==> src/rtl/isdu_param.sv <==
// isdu_param: LC-3 style instruction sequencer with MEM_WAIT-cycle SRAM accesses.
// Optional build macro ISDU_PAUSE_IR_EN adds a Continue handshake between IR load and decode.
module isdu_param #(
    parameter int unsigned MEM_WAIT = 2
) (
    input  logic       Clk,
    input  logic       Reset,
    input  logic       Run,
    input  logic       Continue,
    input  logic [3:0] Opcode,
    input  logic       IR_5,
    input  logic       IR_11,
    input  logic       BEN,
    output logic [6:0] LD,
    output logic [3:0] Gate,
    output logic [1:0] PCMUX,
    output logic [1:0] DRMUX,
    output logic [1:0] SR1MUX,
    output logic [1:0] ADDR2MUX,
    output logic [1:0] ALUK,
    output logic       SR2MUX,
    output logic       ADDR1MUX,
    output logic       Mem_OE,
    output logic       Mem_WE,
    output logic       Mem_CE,
    output logic       Mem_UB,
    output logic       Mem_LB,
    output logic       Busy
);

    localparam int unsigned CNT_W  = 3;
    localparam int unsigned LD_MAR = 6;
    localparam int unsigned LD_MDR = 5;
    localparam int unsigned LD_IR  = 4;
    localparam int unsigned LD_BEN = 3;
    localparam int unsigned LD_CC  = 2;
    localparam int unsigned LD_REG = 1;
    localparam int unsigned LD_PC  = 0;
    localparam int unsigned G_PC   = 3;
    localparam int unsigned G_MDR  = 2;
    localparam int unsigned G_ALU  = 1;
    localparam int unsigned G_MARM = 0;
    localparam logic [CNT_W-1:0] CNT_LAST = CNT_W'(MEM_WAIT - 1);

    typedef enum logic [4:0] {
        S_HALTED, S_18, S_33, S_35, S_32,
        S_01, S_05, S_09, S_00, S_22, S_12,
        S_04, S_21, S_20, S_06, S_25, S_27,
        S_07, S_23, S_16, S_PSE1, S_PSE2
`ifdef ISDU_PAUSE_IR_EN
        , S_PIR1, S_PIR2
`endif
    } state_t;

    state_t           state_q, state_d;
    logic [CNT_W-1:0] cnt_q, cnt_d;
    logic             mem_last;

    assign mem_last = (cnt_q == CNT_LAST);
    assign Mem_CE   = 1'b0;
    assign Mem_UB   = 1'b0;
    assign Mem_LB   = 1'b0;
    assign Busy     = (state_q != S_HALTED);

    always_ff @(posedge Clk or posedge Reset) begin
        if (Reset) begin
            state_q <= S_HALTED;
            cnt_q   <= '0;
        end else begin
            state_q <= state_d;
            cnt_q   <= cnt_d;
        end
    end

    // Next state and Moore control word; the wait counter clears whenever a memory state is left
    always_comb begin
        state_d  = state_q;
        cnt_d    = '0;
        LD       = '0;
        Gate     = '0;
        PCMUX    = 2'b00;
        DRMUX    = 2'b00;
        SR1MUX   = 2'b00;
        ADDR2MUX = 2'b00;
        ALUK     = 2'b00;
        SR2MUX   = 1'b0;
        ADDR1MUX = 1'b0;
        Mem_OE   = 1'b1;
        Mem_WE   = 1'b1;
        case (state_q)
            S_HALTED: if (Run) state_d = S_18;
            S_18: begin
                Gate[G_PC] = 1'b1;
                LD[LD_MAR] = 1'b1;
                LD[LD_PC]  = 1'b1;
                state_d    = S_33;
            end
            S_33, S_25: begin
                Mem_OE = 1'b0;
                if (mem_last) begin
                    LD[LD_MDR] = 1'b1;
                    state_d    = (state_q == S_33) ? S_35 : S_27;
                end else begin
                    cnt_d = cnt_q + CNT_W'(1);
                end
            end
            S_35: begin
                Gate[G_MDR] = 1'b1;
                LD[LD_IR]   = 1'b1;
`ifdef ISDU_PAUSE_IR_EN
                state_d     = S_PIR1;
`else
                state_d     = S_32;
`endif
            end
`ifdef ISDU_PAUSE_IR_EN
            S_PIR1: if (Continue) state_d = S_PIR2;
            S_PIR2: if (!Continue) state_d = S_32;
`endif
            S_32: begin
                LD[LD_BEN] = 1'b1;
                case (Opcode)
                    4'b0001: state_d = S_01;
                    4'b0101: state_d = S_05;
                    4'b1001: state_d = S_09;
                    4'b0000: state_d = S_00;
                    4'b1100: state_d = S_12;
                    4'b0100: state_d = S_04;
                    4'b0110: state_d = S_06;
                    4'b0111: state_d = S_07;
                    4'b1101: state_d = S_PSE1;
                    default: state_d = S_18;
                endcase
            end
            S_01, S_05, S_09: begin
                ALUK       = (state_q == S_01) ? 2'b00 : (state_q == S_05) ? 2'b01 : 2'b10;
                SR2MUX     = (state_q != S_09) && IR_5;
                SR1MUX     = 2'b01;
                Gate[G_ALU] = 1'b1;
                LD[LD_REG] = 1'b1;
                LD[LD_CC]  = 1'b1;
                state_d    = S_18;
            end
            S_00: state_d = BEN ? S_22 : S_18;
            S_22, S_21: begin
                ADDR2MUX  = (state_q == S_22) ? 2'b10 : 2'b11;
                PCMUX     = 2'b10;
                LD[LD_PC] = 1'b1;
                state_d   = S_18;
            end
            S_12, S_20: begin
                SR1MUX    = 2'b01;
                ADDR1MUX  = 1'b1;
                PCMUX     = 2'b10;
                LD[LD_PC] = 1'b1;
                state_d   = S_18;
            end
            S_04: begin
                Gate[G_PC] = 1'b1;
                DRMUX      = 2'b01;
                LD[LD_REG] = 1'b1;
                state_d    = IR_11 ? S_21 : S_20;
            end
            S_06, S_07: begin
                SR1MUX       = 2'b01;
                ADDR1MUX     = 1'b1;
                ADDR2MUX     = 2'b01;
                Gate[G_MARM] = 1'b1;
                LD[LD_MAR]   = 1'b1;
                state_d      = (state_q == S_06) ? S_25 : S_23;
            end
            S_27: begin
                Gate[G_MDR] = 1'b1;
                LD[LD_REG]  = 1'b1;
                LD[LD_CC]   = 1'b1;
                state_d     = S_18;
            end
            S_23: begin
                ALUK        = 2'b11;
                Gate[G_ALU] = 1'b1;
                LD[LD_MDR]  = 1'b1;
                state_d     = S_16;
            end
            S_16: begin
                Mem_WE = 1'b0;
                if (mem_last) state_d = S_18;
                else          cnt_d   = cnt_q + CNT_W'(1);
            end
            S_PSE1: if (Continue) state_d = S_PSE2;
            S_PSE2: if (!Continue) state_d = S_18;
            default: state_d = S_HALTED;
        endcase
    end

endmodule
==> config.mk <==
export PLATFORM = sky130hd
export DESIGN_NAME = isdu_param
export DESIGN_NICKNAME = d
export VERILOG_FILES = /design/src/rtl/isdu_param.sv
export SDC_FILE = /design/constraint.sdc
export NUM_CORES = 1
export LEC_CHECK = 0
export BUFFER_PORTS_ARGS = -buffer_cell sky130_fd_sc_hd__buf_4
export CAP_MARGIN = 10
export CORE_MARGIN = 2
export CORE_UTILIZATION = 50
export DETAILED_ROUTE_END_ITERATION = 16
export HOLD_SLACK_MARGIN = 0.08
export PLACE_DENSITY = 0.79
export SYNTH_ARGS = -nofsm -noshare
export SYNTH_HDL_FRONTEND = slang
export SYNTH_SLANG_ARGS = --single-unit
==> constraint.sdc <==
create_clock -name Clk -period 4.8 [get_ports Clk]
set_input_delay 0.96 -clock Clk [delete_from_list [all_inputs] [get_ports Clk]]
set_output_delay 0.96 -clock Clk [all_outputs]
set_load 0.02 [all_outputs]
==> flow_summary.ini, run 1 <==
[status]
status = completed

[place]
place_congestion = 0.854
placed_area_mm2 = 0.00140
place_hpwl_um = 2350
port_buffers = 33

[setup_path]
r2r_cells = 4
start_kind = register
crit_arrival_ns = 2.20
path_cells = nand2b_1, o21ai_0, a22oi_1, nor2_1, buf_4
ff2ff_setup_slack_ns = 2.49
reg2reg_from = state_q[3]
path_max_fanout = 30
path_class = register to primary output
worst_setup_path_end_kind = primary output
cp_data_required_time_ns = 3.84
critPathSlowestCell = dfrtp_1
cpPeakStageDelay_ns = 0.95
r2r_end = state_q[0]

[clock_tree]
clock_latency_ns = 0.26
cts_tree = done
clock-sinks = 8
clockRootBuffer = clkbuf_4
post-cts-setup-buffers = 0
clk_pin_slew_worst_paths_ns = 0.06
cts_buffers = 3
cts_max_path_buffers = 2
htree_levels = 1
cts_resized = 0
ctsHoldBuffers = 0

[sta]
rsz0062_at_grt = no
hold_viol = 0
finalClockSkew_ns = 0.00655
clock.fmax_mhz = 317
period_needed_ns = 3.16
slew_violations = 0
finalSetupViolCount = 0
period_share = 0.658
worst_slew_pin_slew_ns = 0.996
max_slew_margin = 0.336
setup_tns_ns = 0

[synthesis]
yosysWarnings = 0
async_flop_share = 1.00
ys_seq_elements = 8
synthMuxAreaShare = 0.0266
yosys.area_share.xor_xnor = 0.0429
synth_ff_type = dfrtp_1
synth-edff-count = 0
synth-compound-area-share = 0.278
yosys.cell_types.count = 54
yosys.area.top_type = dfrtp_1
synthSimpleGateAreaFrac = 0.311
synth_top_family_by_area = simple AND/OR/NAND/NOR gates
synth_area_per_cell_um2 = 7.37
synthCells = 166
netlist_area_mm2 = 0.00122
synth_fa_ha_area_frac = 0.0511
yosysSeqAreaShare = 0.164
synthTopCellsByArea = dfrtp_1 16%, nand2b_1 5.6%, buf_4 5.5%
synth_top_area_frac = 0.164

[detailed_routing]
wl_um = 3130
routed-via-count = 1268
drt_iter0_drc = 54
drcViolationCount = 0
vias_per_cell = 5.93
wl_per_cell_um = 14.6
ant_nets = 0
firstDrtPassIters = 4

[floorplan]
die-area_mm2 = 0.00286
coreArea_mm2 = 0.00225
io_pins = 40
fp-row-count = 17
dieHeight_um = 53.5
die_w_um = 53.5
initial_core_util = 0.543

[global_routing]
grt-ovfl-total = 0
grt_pass1_wl_um = 4950
grt_usage = 0.235
antenna_found_initial = 0
grt_max_degree = 35
grt_pass1_vias = 1073

[min_path]
hold_class = register to register
hold_end = cnt_q[0]
min_path_cells = 1
min-delay-start = cnt_q[0]

[run]
cap_violations = 0

[finish]
nNetsFinal = 204
layout_commonest_cell = buf_4
diodes = 0
final_cell_mix = 33 x buf_4, 16 x nand2_1, 14 x nor2_1
drive_gt1_frac = 0.237
syn2layout_area_growth_pct = 16.0
finish.instance_area_mm2 = 0.00142

[power_and_ir_drop]
power.leakage_nw = 0.646
vdd_drop_max_uv = 427
pwr_density_cell_mw_per_mm2 = 550
## metal layers
metal	up-vias	GRT usage	part of all wire
li1	626	-	-
met1	596	0.300	0.41
met2	43	0.416	0.53
met3	3	0.0339	0.055
met4	0	0.0470	0.0048
met5	-	0	0
## power breakdown
part | leakage [nW] | switching [W] | internal (W)
Combinational | 0.526 | 0.000297 | 0.000232
Sequential | 0.106 | 0.000113 | 0.0000850
Clock | 0.0138 | 0.0000247 | 0.0000287
Total | 0.646 | 0.000435 | 0.000346
## cell usage after synthesis (2+ instances only)
cell type	n
o211ai_1	2
nand2_1	16
buf_2	7
a31oi_1	2
mux2_2	2
ha_1	5
a22oi_1	4
nor3_1	6
o22ai_1	3
inv_1	5
o21ai_1	3
and3_1	2
a21oi_1	10
dfrtp_1	8
xnor2_1	3
nor2b_1	3
xor2_1	3
clkbuf_1	2
nor3b_2	2
nand4b_1	2
or3_1	2
nor2_1	14
o31ai_1	3
nand2b_1	11
buf_4	9
nand3_1	2
o21ai_0	7
buf_1	2
## flip-flops by register name (all words and copies together) (netlist names)
signal   flops
state_q      5
cnt_q        3
## cells by family after synthesis
| family | after synthesis |
|---|---|
| xor gates and xnor gates | 6 |
| other | 1 |
| buffers and inverters | 27 |
| DFF | 8 |
| adders and majority gates | 5 |
| muxes | 3 |
| and+or+nand+nor | 69 |
| AOI/OAI and AO/OA | 47 |
## critical path: cells and delay by family (launching register included)
| family | cells | cell delay, ns |
|---|---|---|
| buffers and inverters | 1 | 0.16 |
| flip-flops | 1 | 0.95 |
| AND/OR/NAND/NOR | 2 | 0.47 |
| AO/OA/AOI/OAI | 2 | 0.35 |
## how the worst max path moves through the flow
stage                     from      to  cells after the start
finish              state_q[1]   LD[0]                      5
global route        state_q[1]   LD[0]                      5
CTS                 state_q[1]   LD[0]                      5
detailed placement  state_q[1]   LD[0]                      5
global placement    state_q[1]   LD[0]                      5
floorplan           state_q[1]  SR2MUX                      5
## through the flow
step                cells  worst slack, ns  power, W  hold WS [ns]   util
global placement      211             2.07  0.000706         0.477  0.619
floorplan             171             2.08  0.000583         0.451      -
detailed placement    211             1.95  0.000724         0.494  0.619
CTS                   214             1.66  0.000779         0.504  0.629
finish                214             1.64  0.000781         0.498  0.629
global route          214             1.45  0.000843         0.533  0.629
## area by class of cell
type	instances	area [µm²]
fillers	232	836
multi-input cells	136	891
clock buffers	3	22.5
flip-flops and latches	8	200
repair buffers	33	248
inverters	6	22.5
well taps	28	35.0
(Power assumes the default switching activity.)
==> inputs of run 2 (changes only) <==
--- a/config.mk
+++ b/config.mk
@@ -8,10 +8,10 @@
 export BUFFER_PORTS_ARGS = -buffer_cell sky130_fd_sc_hd__buf_4
 export CAP_MARGIN = 10
 export CORE_MARGIN = 2
-export CORE_UTILIZATION = 50
+export CORE_UTILIZATION = 46
 export DETAILED_ROUTE_END_ITERATION = 16
 export HOLD_SLACK_MARGIN = 0.08
-export PLACE_DENSITY = 0.79
+export PLACE_DENSITY = 0.76
 export SYNTH_ARGS = -nofsm -noshare
 export SYNTH_HDL_FRONTEND = slang
 export SYNTH_SLANG_ARGS = --single-unit
==> constraint.sdc (replaced) <==
create_clock -name Clk -period 2.8 [get_ports Clk]
set_input_delay 0.56 -clock Clk [delete_from_list [all_inputs] [get_ports Clk]]
set_output_delay 0.56 -clock Clk [all_outputs]
set_load 0.02 [all_outputs]
==> flow_summary.ini, run 2 (synthesis results as in run 1) <==
[sta]
worst_slew_pin_slew_ns = 0.823
finalSetupViolCount = 0
finalClockSkew_ns = 0.0133
setup_tns_ns = 0
hold_viol = 0
clock.fmax_mhz = 392
max_slew_margin = 0.452
period_needed_ns = 2.55
holdWs_ns = 0.243
rsz0062_at_grt = no
slew_violations = 0
period_share = 0.912

[detailed_routing]
ant_nets = 0
routed-via-count = 1327
vias_per_cell = 6.00
drt_iter0_drc = 45
wl_um = 3160
drcViolationCount = 0
wl_per_cell_um = 14.3
firstDrtPassIters = 4

[finish]
syn2layout_area_growth_pct = 19.2
reg_top3 = state_q x5, cnt_q x3
regMostFlops = state_q
largest_reg_flops = 5
drive_gt1_frac = 0.257
final_cell_mix = 38 x buf_4, 16 x nand2_1, 14 x nor2_1
ff_latch_area_um2 = 200
nNetsFinal = 209
final_util = 0.584
layout_commonest_cell = buf_4
final.fill_count = 250
diodes = 0
multiInputGateArea_um2 = 891

[setup_path]
path_class = register to primary output
crit_family = flip-flops
reg2reg_from = state_q[0]
path_buf_inv = 1
critPathLaunch = state_q[0]
crit_arrival_ns = 1.99
critPathSlowestCell = dfrtp_1
start_kind = register
path_max_fanout = 26
worst_setup_path_end_kind = primary output
cp_data_required_time_ns = 2.24
cpPeakStageDelay_ns = 0.88
path_cells = nand2b_1, or3_1, o21ai_0, buf_4

[clock_tree]
cts_max_path_buffers = 2
clock_latency_ns = 0.26
cts_buffers = 3
ctsHoldBuffers = 0
cts_resized = 0
clockRootBuffer = clkbuf_4
post-cts-setup-buffers = 0
cts_tree = done
clk_pin_slew_worst_paths_ns = 0.07
htree_levels = 1
clock-sinks = 8

[global_routing]
grt_pass1_wl_um = 5290
grt_usage = 0.206
grt-ovfl-total = 0
antenna_found_initial = 0
grt_pass1_vias = 1208
grt_max_degree = 27

[floorplan]
coreArea_mm2 = 0.00250
die-area_mm2 = 0.00309
dieHeight_um = 55.6
die_w_um = 55.6
initial_core_util = 0.489
fp-row-count = 18
io_pins = 40

[power_and_ir_drop]
vdd_drop_max_uv = 420
power.leakage_nw = 0.673
pwr_density_cell_mw_per_mm2 = 936
total_power_w = 0.00137

[run]
cap_violations = 0

[status]
status = completed

[place]
port_buffers = 33
place_hpwl_um = 2400
place_congestion = 0.810

[min_path]
hold_class = primary input to asynchronous set/reset pin
run 2: layout make-up:
cell class,instances,area share
Multi-Input combinational cell,136,0.611
Clock buffer,3,0.0154
Tap cell,30,0.0257
Sequential cell,8,0.137
Inverter,6,0.0154
Timing Repair Buffer,38,0.196
run 2: per-stage QoR:
step | setup WS [ns] | area [µm²] | cells
floorplan | 0.477 | 1240 | 171
global placement | 0.585 | 1440 | 218
detailed placement | 0.557 | 1440 | 218
CTS | 0.266 | 1460 | 221
global route | 0.0750 | 1460 | 221
finish | 0.246 | 1460 | 221
run 2: final timing paths:
path	slack [ns]	cells after the start	endpoint
worst min register to register	0.51	1	cnt_q[0]
worst min-delay path	0.24	2	cnt_q[1]
max in group asynchronous	2.31	2	cnt_q[0]
min in group Clk	0.51	1	cnt_q[0]
worst max register to register	0.63	4	state_q[0]
worst max-delay path	0.25	4	ADDR1MUX
run 2: power breakdown:
part / internal, W / switching (W)
sequential: 0.000147 / 0.000152
clock: 0.0000493 / 0.0000435
combinational: 0.000420 / 0.000553
total: 0.000616 / 0.000749
run 2: metal layers:
layer  global-route usage  vias to the layer above  part of all wire
met5                    0                        -                 0
met4               0.0592                        0            0.0038
met3               0.0326                        2             0.067
met2                0.362                       61              0.52
met1                0.258                      628              0.41
li1                     -                      636                 -
run 2: worst reg2reg max path: cells and delay by family (launching register included):
kind               cells  cell delay, ns
DFF                    1            0.88
muxes                  1            0.37
AOI/OAI and AO/OA      2            0.41
and+or+nand+nor        1            0.39
==> inputs of run 3 (changes only) <==
--- a/config.mk
+++ b/config.mk
@@ -8,10 +8,11 @@
 export BUFFER_PORTS_ARGS = -buffer_cell sky130_fd_sc_hd__buf_4
 export CAP_MARGIN = 10
 export CORE_MARGIN = 2
-export CORE_UTILIZATION = 46
+export CORE_UTILIZATION = 50
 export DETAILED_ROUTE_END_ITERATION = 16
+export GPL_ROUTABILITY_DRIVEN = 0
 export HOLD_SLACK_MARGIN = 0.08
-export PLACE_DENSITY = 0.76
+export PLACE_DENSITY = 0.79
 export SYNTH_ARGS = -nofsm -noshare
 export SYNTH_HDL_FRONTEND = slang
 export SYNTH_SLANG_ARGS = --single-unit
==> constraint.sdc (replaced) <==
create_clock -name Clk -period 2.73 [get_ports Clk]
set_input_delay 0.546 -clock Clk [delete_from_list [all_inputs] [get_ports Clk]]
set_output_delay 0.546 -clock Clk [all_outputs]
set_load 0.02 [all_outputs]
==> flow_summary.ini, run 3 (synthesis results as in run 1) <==
[floorplan]
die_w_um = 53.5
coreArea_mm2 = 0.00225
io_pins = 40
initial_core_util = 0.543
die-area_mm2 = 0.00286
fp-row-count = 17
dieHeight_um = 53.5

[place]
port_buffers = 33
place_hpwl_um = 2350
pre_cts_ws_ns = 0.441

[power_and_ir_drop]
switchingPower_w = 0.000763
pwr_density_cell_mw_per_mm2 = 964
power_frac_seq = 0.232
vdd_drop_max_uv = 702
clkPwrFrac = 0.066
swShare = 0.548
power.leakage_nw = 0.657
p_int_w = 0.000630
p_comb_frac = 0.703

[clock_tree]
clock-sinks = 8
clock_latency_ns = 0.26
cts_tree = done
cts_buffers = 3
cts_max_path_buffers = 2
clockRootBuffer = clkbuf_4
htree_levels = 1
post-cts-setup-buffers = 0
clk_pin_slew_worst_paths_ns = 0.06

[finish]
drive_gt1_frac = 0.265
reg_top3 = state_q x5, cnt_q x3
syn2layout_area_growth_pct = 18.1
final_cell_mix = 36 x buf_4, 16 x nand2_1, 14 x nor2_1
regMostFlops = state_q
diodes = 0
nNetsFinal = 207
largest_reg_flops = 5
final_util = 0.641
layout_commonest_cell = buf_4

[detailed_routing]
ant_nets = 0
wl_per_cell_um = 14.3
routed-via-count = 1261
firstDrtPassIters = 4
drcViolationCount = 0
wl_um = 3100
vias_per_cell = 5.81
drt_iter0_drc = 55

[min_path]
hold_class = primary input to asynchronous set/reset pin

[run]
cap_violations = 0

[global_routing]
grt_usage = 0.231
grt_pass1_vias = 1164
antenna_found_initial = 0
grt_max_degree = 29
grt_pass1_wl_um = 4860
grt-ovfl-total = 0

[setup_path]
crit_arrival_ns = 1.95
path_max_fanout = 17
path_class = register to primary output
critPathSlowestCell = dfrtp_1
path_cells = buf_4, nor2_1, nor2_1, a21oi_1, nor2_1, or2_1, buf_4
worst_setup_path_end_kind = primary output
cpMostUsedCell = nor2_1
cp_data_required_time_ns = 2.18
cpPeakStageDelay_ns = 0.59
start_kind = register

[sta]
rsz0062_at_grt = no
worst_slack_ns = 0.237
finalClockSkew_ns = 0.00746
period_share = 0.913
hold_viol = 0
finalSetupViolCount = 0
slew_violations = 0
setup_tns_ns = 0
clock.fmax_mhz = 401
period_needed_ns = 2.49
max_slew_margin = 0.531
worst_slew_pin_slew_ns = 0.704

[status]
status = completed
==> run 3: cell count changes in the layout (fill, tap and decap cells not counted), sizes merged <==
cell | before | now
buf | 38 | 36
==> run 3: power by group through the flow <==
stage,logic [W],registers (W),clock network (W)
2_1_floorplan,0.000849,0.000176,0
3_3_place_gp,0.000956,0.000310,0
3_5_place_dp,0.000976,0.000316,0
4_1_cts,0.000982,0.000312,0.0000944
5_1_grt,0.00107,0.000337,0.0000984
6_report,0.000979,0.000323,0.0000918
==> run 3: final cells by class <==
cell class	instances	area, µm²
inverters	6	22.5
multi-input cells	136	891
fillers	229	810
well taps	28	35.0
repair buffers	36	270
clock buffers	3	22.5
flip-flops and latches	8	204
==> run 3: timing repair <==
action / CTS / global route
gates resized for setup: 0 / 3
setup endpoints to repair: 0 / 2
hold buffers: 0 / 0
==> run 3: through the flow <==
stage	instance area, µm²	total power [W]	hold slack, ns	instances
2_1_floorplan	1240	0.00102	0.362	171
3_3_place_gp	1420	0.00127	0.477	214
3_5_place_dp	1420	0.00129	0.486	214
4_1_cts	1440	0.00139	0.237	217
5_1_grt	1450	0.00150	0.258	217
6_report	1450	0.00139	0.232	217
==> run 3: final timing paths <==
kind	start	cells after the start	to	slack, ns
max	state_q[1]	7	LD[1]	0.24
min reg2reg	cnt_q[0]	1	cnt_q[0]	0.49
max in group asynchronous	Reset	2	state_q[4]	2.24
min in group Clk	cnt_q[0]	1	cnt_q[0]	0.49
min	Reset	2	cnt_q[1]	0.23
max reg2reg	state_q[3]	4	state_q[0]	0.69
==> run 3: critical path, delay by kind of cell, from the launching register on <==
| family | cells | cell delay [ns] |
|---|---|---|
| buf+inv | 2 | 0.42 |
| simple gates | 4 | 0.55 |
| flops | 1 | 0.59 |
| compound gates | 1 | 0.11 |
==> run 3: per-layer routing <==
layer | vias up | share of wire | wire length, µm | global-route usage
li1 | 628 | - | - | -
met1 | 575 | 0.40 | 1240 | 0.259
met2 | 56 | 0.52 | 1620 | 0.420
met3 | 2 | 0.068 | 212 | 0.0537
met4 | 0 | 0.0061 | 19 | 0.0769
met5 | - | 0 | 0 | 0
